### src/rtl/green_tracker_pkg.sv
// Shared types and defaults for the green frame tracker.
// The tracker sequences one capture per camera frame and reports a bounding box.
package green_tracker_pkg;

  typedef enum logic [1:0] {
    IDLE    = 2'd0,
    WAIT_VS = 2'd1,
    CAPTURE = 2'd2,
    REPORT  = 2'd3
  } state_t;

  localparam int H_PIX_DEF      = 320;
  localparam int V_LINES_DEF    = 240;
  localparam int MIN_PIXELS_DEF = 64;

  // Min trackers start at all-ones; users cast these to their coordinate width.
  localparam logic [31:0] XMIN_INIT = 32'hFFFF_FFFF;
  localparam logic [31:0] YMIN_INIT = 32'hFFFF_FFFF;

endpackage

### src/rtl/green_frame_tracker_bbox_accum.sv
// Per-frame green pixel counter and bounding-box min/max trackers.
// The *_next outputs expose the values being written this cycle, so a load can include the current sample.
module bbox_accum
  import green_tracker_pkg::*;
#(
  parameter int XW = 9,
  parameter int YW = 8,
  parameter int CW = 17
) (
  input  logic          clk,
  input  logic          rst_n,
  input  logic          clr,
  input  logic          en,
  input  logic [XW-1:0] x,
  input  logic [YW-1:0] y,
  output logic [CW-1:0] cnt_next,
  output logic [XW-1:0] xmin_next,
  output logic [XW-1:0] xmax_next,
  output logic [YW-1:0] ymin_next,
  output logic [YW-1:0] ymax_next
);

  localparam logic [XW-1:0] X_INIT  = XW'(XMIN_INIT);
  localparam logic [YW-1:0] Y_INIT  = YW'(YMIN_INIT);
  localparam logic [CW-1:0] CNT_MAX = '1;

  logic [CW-1:0] cnt_q, cnt_d;
  logic [XW-1:0] xmin_q, xmin_d, xmax_q, xmax_d;
  logic [YW-1:0] ymin_q, ymin_d, ymax_q, ymax_d;

  always_comb begin
    cnt_d  = cnt_q;
    xmin_d = xmin_q;
    xmax_d = xmax_q;
    ymin_d = ymin_q;
    ymax_d = ymax_q;
    if (clr) begin
      cnt_d  = '0;
      xmin_d = X_INIT;
      xmax_d = '0;
      ymin_d = Y_INIT;
      ymax_d = '0;
    end else if (en) begin
      if (cnt_q != CNT_MAX) cnt_d = cnt_q + CW'(1);
      if (x < xmin_q) xmin_d = x;
      if (x > xmax_q) xmax_d = x;
      if (y < ymin_q) ymin_d = y;
      if (y > ymax_q) ymax_d = y;
    end
  end

  always_ff @(posedge clk or negedge rst_n) begin
    if (!rst_n) begin
      cnt_q  <= '0;
      xmin_q <= X_INIT;
      xmax_q <= '0;
      ymin_q <= Y_INIT;
      ymax_q <= '0;
    end else begin
      cnt_q  <= cnt_d;
      xmin_q <= xmin_d;
      xmax_q <= xmax_d;
      ymin_q <= ymin_d;
      ymax_q <= ymax_d;
    end
  end

  assign cnt_next  = cnt_d;
  assign xmin_next = xmin_d;
  assign xmax_next = xmax_d;
  assign ymin_next = ymin_d;
  assign ymax_next = ymax_d;

endmodule

### src/rtl/green_frame_tracker.sv
// Frame-level controller for the green detector: gates pixel enables, tags results with x/y,
// and hands one bounding-box result per frame downstream.
module green_frame_tracker
  import green_tracker_pkg::*;
#(
  parameter int H_PIX      = H_PIX_DEF,
  parameter int V_LINES    = V_LINES_DEF,
  parameter int MIN_PIXELS = MIN_PIXELS_DEF,
  parameter int XW         = 9,
  parameter int YW         = 8,
  parameter int CW         = 17
) (
  input  logic          PCLK,
  input  logic          rst_n,
  input  logic          VSYNC,
  input  logic          HREF,
  input  logic          e_pix,
  input  logic          eh_verde,
  input  logic          start,
  input  logic          continuous,
  output logic          det_e_pix,
  output logic          busy,
  output logic          res_valid,
  input  logic          res_ready,
  output logic [CW-1:0] res_count,
  output logic          res_found,
  output logic [XW-1:0] res_xmin,
  output logic [XW-1:0] res_xmax,
  output logic [YW-1:0] res_ymin,
  output logic [YW-1:0] res_ymax,
  output logic [XW-1:0] res_xc,
  output logic [YW-1:0] res_yc,
  output logic [7:0]    frames_dropped,
  output state_t        dbg_state
);

  localparam logic [XW-1:0] X_LAST  = XW'(H_PIX - 1);
  localparam logic [YW-1:0] Y_LAST  = YW'(V_LINES - 1);
  localparam logic [CW-1:0] MIN_CNT = CW'(MIN_PIXELS);

  state_t        state_q, state_d;
  logic          vsync_q, href_q;
  logic [XW-1:0] x_q, x_d, x_dly_q;
  logic [YW-1:0] y_q, y_d, y_dly_q;
  logic          det_dly_q;
  logic          res_valid_q, res_valid_d;
  logic [CW-1:0] res_count_q, res_count_d;
  logic          res_found_q, res_found_d;
  logic [XW-1:0] res_xmin_q, res_xmin_d, res_xmax_q, res_xmax_d, res_xc_q, res_xc_d;
  logic [YW-1:0] res_ymin_q, res_ymin_d, res_ymax_q, res_ymax_d, res_yc_q, res_yc_d;
  logic [7:0]    dropped_q, dropped_d;

  logic          vs_fall, vs_rise, href_fall, handshake;
  logic          acc_clr, acc_en;
  logic [CW-1:0] cnt_next;
  logic [XW-1:0] xmin_next, xmax_next;
  logic [YW-1:0] ymin_next, ymax_next;
  logic [XW:0]   x_sum;
  logic [YW:0]   y_sum;

  assign vs_fall   = vsync_q && !VSYNC;
  assign vs_rise   = !vsync_q && VSYNC;
  assign href_fall = href_q && !HREF;
  assign det_e_pix = e_pix && HREF && (state_q == CAPTURE);

  // Result handshake: res_valid holds with all res_* stable until a cycle where
  // res_valid && res_ready are both high; that cycle transfers the result.
  assign handshake = res_valid_q && res_ready;

  // eh_verde arrives one PCLK after its e_pix, so pair it with the delayed strobe/coordinates.
  assign acc_clr = (state_q == WAIT_VS) && vs_fall;
  assign acc_en  = det_dly_q && eh_verde;

  bbox_accum #(.XW(XW), .YW(YW), .CW(CW)) u_accum (
    .clk       (PCLK),
    .rst_n     (rst_n),
    .clr       (acc_clr),
    .en        (acc_en),
    .x         (x_dly_q),
    .y         (y_dly_q),
    .cnt_next  (cnt_next),
    .xmin_next (xmin_next),
    .xmax_next (xmax_next),
    .ymin_next (ymin_next),
    .ymax_next (ymax_next)
  );

  assign x_sum = {1'b0, xmin_next} + {1'b0, xmax_next};
  assign y_sum = {1'b0, ymin_next} + {1'b0, ymax_next};

  always_comb begin
    state_d     = state_q;
    x_d         = x_q;
    y_d         = y_q;
    res_valid_d = res_valid_q;
    res_count_d = res_count_q;
    res_found_d = res_found_q;
    res_xmin_d  = res_xmin_q;
    res_xmax_d  = res_xmax_q;
    res_ymin_d  = res_ymin_q;
    res_ymax_d  = res_ymax_q;
    res_xc_d    = res_xc_q;
    res_yc_d    = res_yc_q;
    dropped_d   = dropped_q;

    if (href_fall) x_d = '0;
    else if (det_e_pix && (x_q != X_LAST)) x_d = x_q + XW'(1);

    case (state_q)
      IDLE: begin
        if (start) state_d = WAIT_VS;
      end
      WAIT_VS: begin
        if (vs_fall) begin
          state_d = CAPTURE;
          x_d     = '0;
          y_d     = '0;
        end
      end
      CAPTURE: begin
        if (href_fall && (y_q != Y_LAST)) y_d = y_q + YW'(1);
        if (vs_rise) begin
          state_d     = REPORT;
          res_valid_d = 1'b1;
          res_count_d = cnt_next;
          res_found_d = (cnt_next >= MIN_CNT);
          // An empty frame reports a zero box instead of the all-ones min initialisers.
          if (cnt_next == '0) begin
            res_xmin_d = '0;
            res_xmax_d = '0;
            res_ymin_d = '0;
            res_ymax_d = '0;
            res_xc_d   = '0;
            res_yc_d   = '0;
          end else begin
            res_xmin_d = xmin_next;
            res_xmax_d = xmax_next;
            res_ymin_d = ymin_next;
            res_ymax_d = ymax_next;
            res_xc_d   = x_sum[XW:1];
            res_yc_d   = y_sum[YW:1];
          end
        end
      end
      REPORT: begin
        if (handshake) begin
          res_valid_d = 1'b0;
          state_d     = continuous ? WAIT_VS : IDLE;
        end else if (vs_fall && continuous && (dropped_q != 8'hFF)) begin
          dropped_d = dropped_q + 8'd1;
        end
      end
      default: state_d = IDLE;
    endcase
  end

  always_ff @(posedge PCLK or negedge rst_n) begin
    if (!rst_n) begin
      state_q     <= IDLE;
      vsync_q     <= 1'b0;
      href_q      <= 1'b0;
      x_q         <= '0;
      y_q         <= '0;
      x_dly_q     <= '0;
      y_dly_q     <= '0;
      det_dly_q   <= 1'b0;
      res_valid_q <= 1'b0;
      res_count_q <= '0;
      res_found_q <= 1'b0;
      res_xmin_q  <= '0;
      res_xmax_q  <= '0;
      res_ymin_q  <= '0;
      res_ymax_q  <= '0;
      res_xc_q    <= '0;
      res_yc_q    <= '0;
      dropped_q   <= '0;
    end else begin
      state_q     <= state_d;
      vsync_q     <= VSYNC;
      href_q      <= HREF;
      x_q         <= x_d;
      y_q         <= y_d;
      x_dly_q     <= x_q;
      y_dly_q     <= y_q;
      det_dly_q   <= det_e_pix;
      res_valid_q <= res_valid_d;
      res_count_q <= res_count_d;
      res_found_q <= res_found_d;
      res_xmin_q  <= res_xmin_d;
      res_xmax_q  <= res_xmax_d;
      res_ymin_q  <= res_ymin_d;
      res_ymax_q  <= res_ymax_d;
      res_xc_q    <= res_xc_d;
      res_yc_q    <= res_yc_d;
      dropped_q   <= dropped_d;
    end
  end

  assign busy           = (state_q != IDLE);
  assign res_valid      = res_valid_q;
  assign res_count      = res_count_q;
  assign res_found      = res_found_q;
  assign res_xmin       = res_xmin_q;
  assign res_xmax       = res_xmax_q;
  assign res_ymin       = res_ymin_q;
  assign res_ymax       = res_ymax_q;
  assign res_xc         = res_xc_q;
  assign res_yc         = res_yc_q;
  assign frames_dropped = dropped_q;
  assign dbg_state      = state_q;

endmodule

### config.mk
export PLATFORM = sky130hd
export DESIGN_NAME = green_frame_tracker
export DESIGN_NICKNAME = d
export VERILOG_FILES = /design/src/rtl/green_tracker_pkg.sv /design/src/rtl/green_frame_tracker_bbox_accum.sv /design/src/rtl/green_frame_tracker.sv
export SDC_FILE = /design/constraint.sdc
export NUM_CORES = 1
export LEC_CHECK = 0
export ABC_AREA = 0
export BUFFER_PORTS_ARGS = -buffer_cell sky130_fd_sc_hd__buf_2
export CORE_AREA = 2 2 153 155
export DETAILED_ROUTE_END_ITERATION = 16
export DIE_AREA = 0 0 155 157
export PLACE_DENSITY = 0.64
export SETUP_SLACK_MARGIN = 0.5
export SLEW_MARGIN = 30
export SYNTH_ARGS = -nofsm -noshare
export SYNTH_HDL_FRONTEND = slang
export SYNTH_HIERARCHICAL = 1
export SYNTH_SLANG_ARGS = --single-unit
### constraint.sdc
create_clock -name PCLK -period 5.3 [get_ports PCLK]
set_input_delay 1.59 -clock PCLK [delete_from_list [all_inputs] [get_ports PCLK]]
set_output_delay 1.59 -clock PCLK [all_outputs]
set_load 0.01 [all_outputs]
* Yosys cells after proc, flatten, opt, wreduce, memory -nomap -nowiden
Index checks and enable logic that the tools add are counted.
Cells by class: add/sub/neg operators 6, multipliers 0, div/mod/pow operators 0, magnitude comparators 5, equality and inequality tests 12, shifts and indexed selects 0, multiplexer cells 37, bitwise operators 1, reductions and logical operators 25
Operator list (number):
- 9-bit 2-to-1 mux | 13
- 8-bit 2-to-1 mux | 11
- 17-bit 2-to-1 mux | 3
- 17-bit by 1-bit adder with 17-bit output, second input constant | 1
- 17-bit by 7-bit greater-or-equal comparator with 1-bit output, second input constant | 1
- 17-bit logical NOT | 1
- 17-bit != test, second input constant | 1
- 8-bit by 1-bit adder with 8-bit output, second input constant | 2
- 8-bit != test, second input constant | 2
- 8-bit one-hot mux with 2 select lines | 1
- 1-bit logical AND | 12
- 9-bit by 9-bit adder with 10-bit output | 1
- 8-bit by 8-bit adder with 9-bit output | 1
- 9-bit by 1-bit adder with 9-bit output, second input constant | 1
- 9-bit > comparator | 1
- 9-bit < comparator | 1
- 9-bit != test, second input constant | 1
- 3-bit AND reduction | 3
- 8-bit > comparator | 1
- 8-bit < comparator | 1
- 2-bit 2-to-1 mux | 4
- 2-bit != test, second input constant | 4
- 2-bit one-hot mux with 4 select lines | 1
- 2-bit nonzero test | 3
- other kinds (10) | 15
Word-level totals: register bits 168, latch bits 0, bits in writable memories 0, bits in read-only memories 0, input port bits 9, word-level logic and storage cells 109, memories 0

* Longest topological paths before layout
depth after elaboration 7, gate-level depth with buffers 16

* By module
Netlist, hierarchy kept.
Modules (own cells, without submodules):
- green_frame_tracker | instances 1, cells each 495, area each 5307.6 µm²
- bbox_accum | instances 1, cells each 346, area each 3234.4 µm²

* Least setup slack after synthesis
No wires, ideal clock.
path kind in2reg, start in eh_verde, end reg res_xc_q[5] (netlist: res_xc[5]), library setup time 110 ps, arrival 4140 ps, setup slack 1049 ps, cell stages on the path 13, cells stage by stage and2_1 > nand3b_1 > a21oi_1 > clkbuf_2 > o21ai_1 > o311ai_1 > inv_1 > fa_1 > nor2b_1 > o31a_1 > o21a_1 > nor3_1 > o41ai_1
On the way: word-level cells in the longest chain between the ends 5, elaborated cells on any way between the ends 10, classes of those cells 1 x add/sub; 7 x mux; 2 x reduce/logical
RTL lines:
- start: declaration | line green_frame_tracker.sv:18 | input logic eh_verde,
- 1-bit logical AND | line green_frame_tracker.sv:72 | assign acc_en = det_dly_q && eh_verde;
- 9-bit 2-to-1 mux | line green_frame_tracker_bbox_accum.sv:43 | end else if (en) begin
- 9-bit 2-to-1 mux | line green_frame_tracker_bbox_accum.sv:37 | if (clr) begin
- named net xmin_next[1] | line green_frame_tracker.sv:56 | logic [XW-1:0] xmin_next, xmax_next;
- 9-bit by 9-bit adder with 10-bit output | line green_frame_tracker.sv:88 | assign x_sum = {1'b0, xmin_next} + {1'b0, xmax_next};
- 9-bit 2-to-1 mux | line green_frame_tracker.sv:128 | if (cnt_next == '0) begin
- end signal: assignment | line green_frame_tracker.sv:193 | res_xc_q <= res_xc_d;
- end: declaration | line green_frame_tracker.sv:49 | logic [XW-1:0] res_xmin_q, res_xmin_d, res_xmax_q, res_xmax_d, res_xc_q, res_xc_d;
The timed path passes the listed nets, and every way through them passes these cells. A chain may end at the register's enable or synchronous reset.

* Final worst setup path
start in eh_verde, end reg res_yc_q[7] (netlist: res_yc[7])
On the way: word-level cells in the longest chain between the ends 5, elaborated cells on any way between the ends 10, classes of those cells 1 x add/sub; 7 x mux; 2 x reduce/logical
RTL lines:
- 1-bit logical AND | line green_frame_tracker.sv:72
- named net acc_en | line green_frame_tracker.sv:54 | logic acc_clr, acc_en;
- 8-bit 2-to-1 mux | line green_frame_tracker_bbox_accum.sv:43
- 8-bit 2-to-1 mux | line green_frame_tracker_bbox_accum.sv:37
- named net ymax_next[0] | line green_frame_tracker.sv:57 | logic [YW-1:0] ymin_next, ymax_next;
- 8-bit by 8-bit adder with 9-bit output | line green_frame_tracker.sv:89 | assign y_sum = {1'b0, ymin_next} + {1'b0, ymax_next};
- 8-bit 2-to-1 mux | line green_frame_tracker.sv:128
- end signal: assignment | line green_frame_tracker.sv:194 | res_yc_q <= res_yc_d;
- end: declaration | line green_frame_tracker.sv:50 | logic [YW-1:0] res_ymin_q, res_ymin_d, res_ymax_q, res_ymax_d, res_yc_q, res_yc_d;
The timed path passes the listed nets, and every way through them passes these cells.

==> results.py <==
metrics = {
    "clock_tree": {
        "clockRootBuffer": "clkbuf_16",
        "insertion_delay_ns": 0.43,
        "clockBufferDepth": 2,
        "postCtsSetupBuffers": 0,
        "cts.sinks": 168,
        "cts_tree": "done",
        "clk_pin_slew_ns": 0.06,
        "numCtsBuffers": 17,
        "cts_resized": 0,
        "cts_htree_levels": 4,
        "hold_buffers": 0,
    },
    "timing": {
        "tns_ns": 0,
        "worst_pin_slew_ns": 0.889,
        "period_needed_ns": 4.47,
        "maxSlewViolCount": 0,
        "fin_hold_ws_ns": 0.421,
        "relSlewSlack": 0.398,
        "max_freq_mhz": 224,
        "rsz0062_at_grt": "no",
        "min_period_over_period": 0.844,
        "hold_viol": 0,
        "setup_violations": 0,
        "skew_ns": 0.0107,
    },
    "grt": {
        "grt_antenna_before_repair": 0,
        "grt_max_degree": 104,
        "grt_pass1_wl_microns": 32200,
        "first_global_vias": 6208,
        "grt_usage": 0.167,
        "overflow": 0,
    },
    "routing": {
        "wirelength_microns": 19200,
        "ant_nets": 0,
        "drt_first_pass_iters": 5,
        "vias": 6337,
        "via_per_inst": 5.17,
        "wl_per_cell_microns": 15.6,
        "drc": 0,
        "drt-initial-drc-count": 453,
    },
    "critical_path": {
        "arrival_ns": 4.78,
        "end_kind": "flip-flop",
        "critical_path.cell_chain": "buf_2 > and2_1 > o21ai_0 > a21oi_2 > mux2i_1 > and2_1 > fa_1 > a211oi_1 > o21bai_1 > a21o_1 > a211oi_1 > o31ai_1",
        "critPathKind": "in2reg",
        "cp-start-kind": "input port",
        "worstPathRequired_ns": 5.61,
        "cp-endpoint": "res_yc[7]$_DFFE_PN0P_",
        "rrSetupSlack_ns": 1.54,
        "slowest_delay_ns": 0.50,
        "worstReg2RegStart": "u_accum/cnt_q[0]$_DFF_PN0_",
        "path_max_fanout": 12,
        "crit_start": "eh_verde",
        "crit_slowest_cell": "a21oi_2",
        "reg2reg_to": "res_xmax[0]$_DFFE_PN0P_",
        "rr_worst_depth": 12,
    },
    "worst_hold_path": {
        "hp-start": "y_q[6]$_DFFE_PN0P_",
        "hold_path_class": "reg2reg",
    },
    "die": {
        "coreArea_sq_um": 22500,
        "die_area_sq_um": 24300,
        "start_util": 0.380,
        "die_w_microns": 155,
        "core.rowCount": 55,
        "die_h_microns": 157,
        "io_pins": 91,
    },
    "placement": {
        "detailed_place_hpwl_microns": 13800,
        "gp_congestion": 0.854,
        "port_buffers": 90,
        "dp_cells": 1194,
    },
    "cells_and_area": {
        "final_cell_mix": "dfrtp_1, nand2_1, buf_2",
        "layout-drive-gt1-share": 0.186,
        "area_delta_synth_final_pct": 15.5,
        "layout_commonest_cell": "dfrtp_1",
        "n_fill_cell": 2154,
        "antenna_cells": 0,
        "multiInputGateArea_sq_um": 3990,
        "ff_latch_area_sq_um": 4230,
        "fin_cells": 1226,
        "nets": 995,
    },
    "synthesis": {
        "netlist-cell-type-count": 64,
        "syn_nets": 908,
        "avgSynthCellArea_sq_um": 10.2,
        "ys_seq_area_frac": 0.495,
        "ys_ff_latch": 168,
        "synth_ff_type": "dfrtp_1",
        "syn_area_sq_um": 8540,
        "async_flop_share": 1.00,
        "synth-edff-count": 0,
        "yosysWarnings": 6,
        "netlist_instances": 841,
    },
    "status": {
        "outcome": "finished clean",
    },
    "pwr": {
        "ir_drop_mv": 0.220,
        "p_per_area_nw_per_um2": 418,
        "power.leakage_uw": 0.00487,
    },
    "job": {
        "drv_cap": 0,
    },
}
==> cells by family (layout without fill, tap and decap cells) <==
group                      count (synthesis)  after routing  share of synthesized area
buffers and inverters                     77            177                     0.0393
AOI/OAI and AO/OA                        155            155                      0.122
xor gates and xnor gates                  41             41                     0.0420
muxes                                     46             46                     0.0567
and+or+nand+nor                          296            296                      0.159
DFF                                      168            168                      0.495
adders and majority gates                 58             58                     0.0867
==> worst max-delay path, delay by kind of cell <==
| family | cells | cell delay, ns |
|---|---|---|
| mux | 1 | 0.25 |
| buf+inv | 1 | 0.07 |
| fa+ha+maj | 1 | 0.42 |
| compound gates | 7 | 1.72 |
| simple gates | 2 | 0.71 |
==> layout make-up <==
cell class,instances,share of cell area
Timing Repair Buffer,102,0.0569
Tap cell,285,0.0361
Sequential cell,168,0.428
Clock inverter,7,0.00976
Inverter,43,0.0164
Clock buffer,25,0.0482
Multi-Input combinational cell,596,0.404
==> cell usage after synthesis (all sizes together), types with 7 or more instances <==
master	n	area (sq um)
nand2b	7	46.3
dfstp	17	447
o311ai	10	87.6
mux2i	27	270
and3	12	75.1
dfrtp	151	3780
nand2	147	554
a21oi	17	100
nand4	16	100
clkbuf	18	68.8
xnor2	8	70.1
buf	16	105
a21o	8	60.1
ha	56	701
o31ai	12	90.1
inv	42	158
o21ai	61	305
nor2	60	225
nand3	15	75.1
xor2	33	289
nor3	7	45.0
o21a	9	67.6
and4	8	70.1
mux2	19	214
==> per-stage QoR <==
step / setup slack (ns) / util / cell area, sq um / total power [uW]
2_1_floorplan: 1.05 / - / 8540 / 2530
3_3_place_gp: 0.545 / 0.413 / 9290 / 2900
3_5_place_dp: 0.463 / 0.413 / 9290 / 2930
4_1_cts: 0.876 / 0.438 / 9860 / 4170
5_1_grt: 0.603 / 0.438 / 9870 / 4400
6_report: 0.826 / 0.438 / 9870 / 4120
==> per-layer routing <==
layer	vias to the layer above	part of all wire	global-route usage	wire length, microns
li1	3110	-	-	-
met1	3050	0.49	0.238	9470
met2	152	0.43	0.247	8190
met3	25	0.061	0.0435	1180
met4	0	0.017	0.0556	328
met5	-	0	0	0
==> where the power goes <==
part	internal, uW	total (uW)	switching, uW
combinational	457	1240	780
clock	720	1220	504
sequential	1520	1660	138
==> worst min path at each step <==
stage | cells past startpoint | to | slack [ns]
floorplan | 0 | x_dly_q[8]$_DFF_PN0_ | 0.38
global placement | 0 | x_dly_q[8]$_DFF_PN0_ | 0.41
detailed placement | 0 | x_dly_q[8]$_DFF_PN0_ | 0.41
CTS | 0 | y_dly_q[1]$_DFF_PN0_ | 0.43
global route | 0 | y_dly_q[1]$_DFF_PN0_ | 0.44
finish | 0 | y_dly_q[6]$_DFF_PN0_ | 0.42
Power figures use the tool's default switching activity.
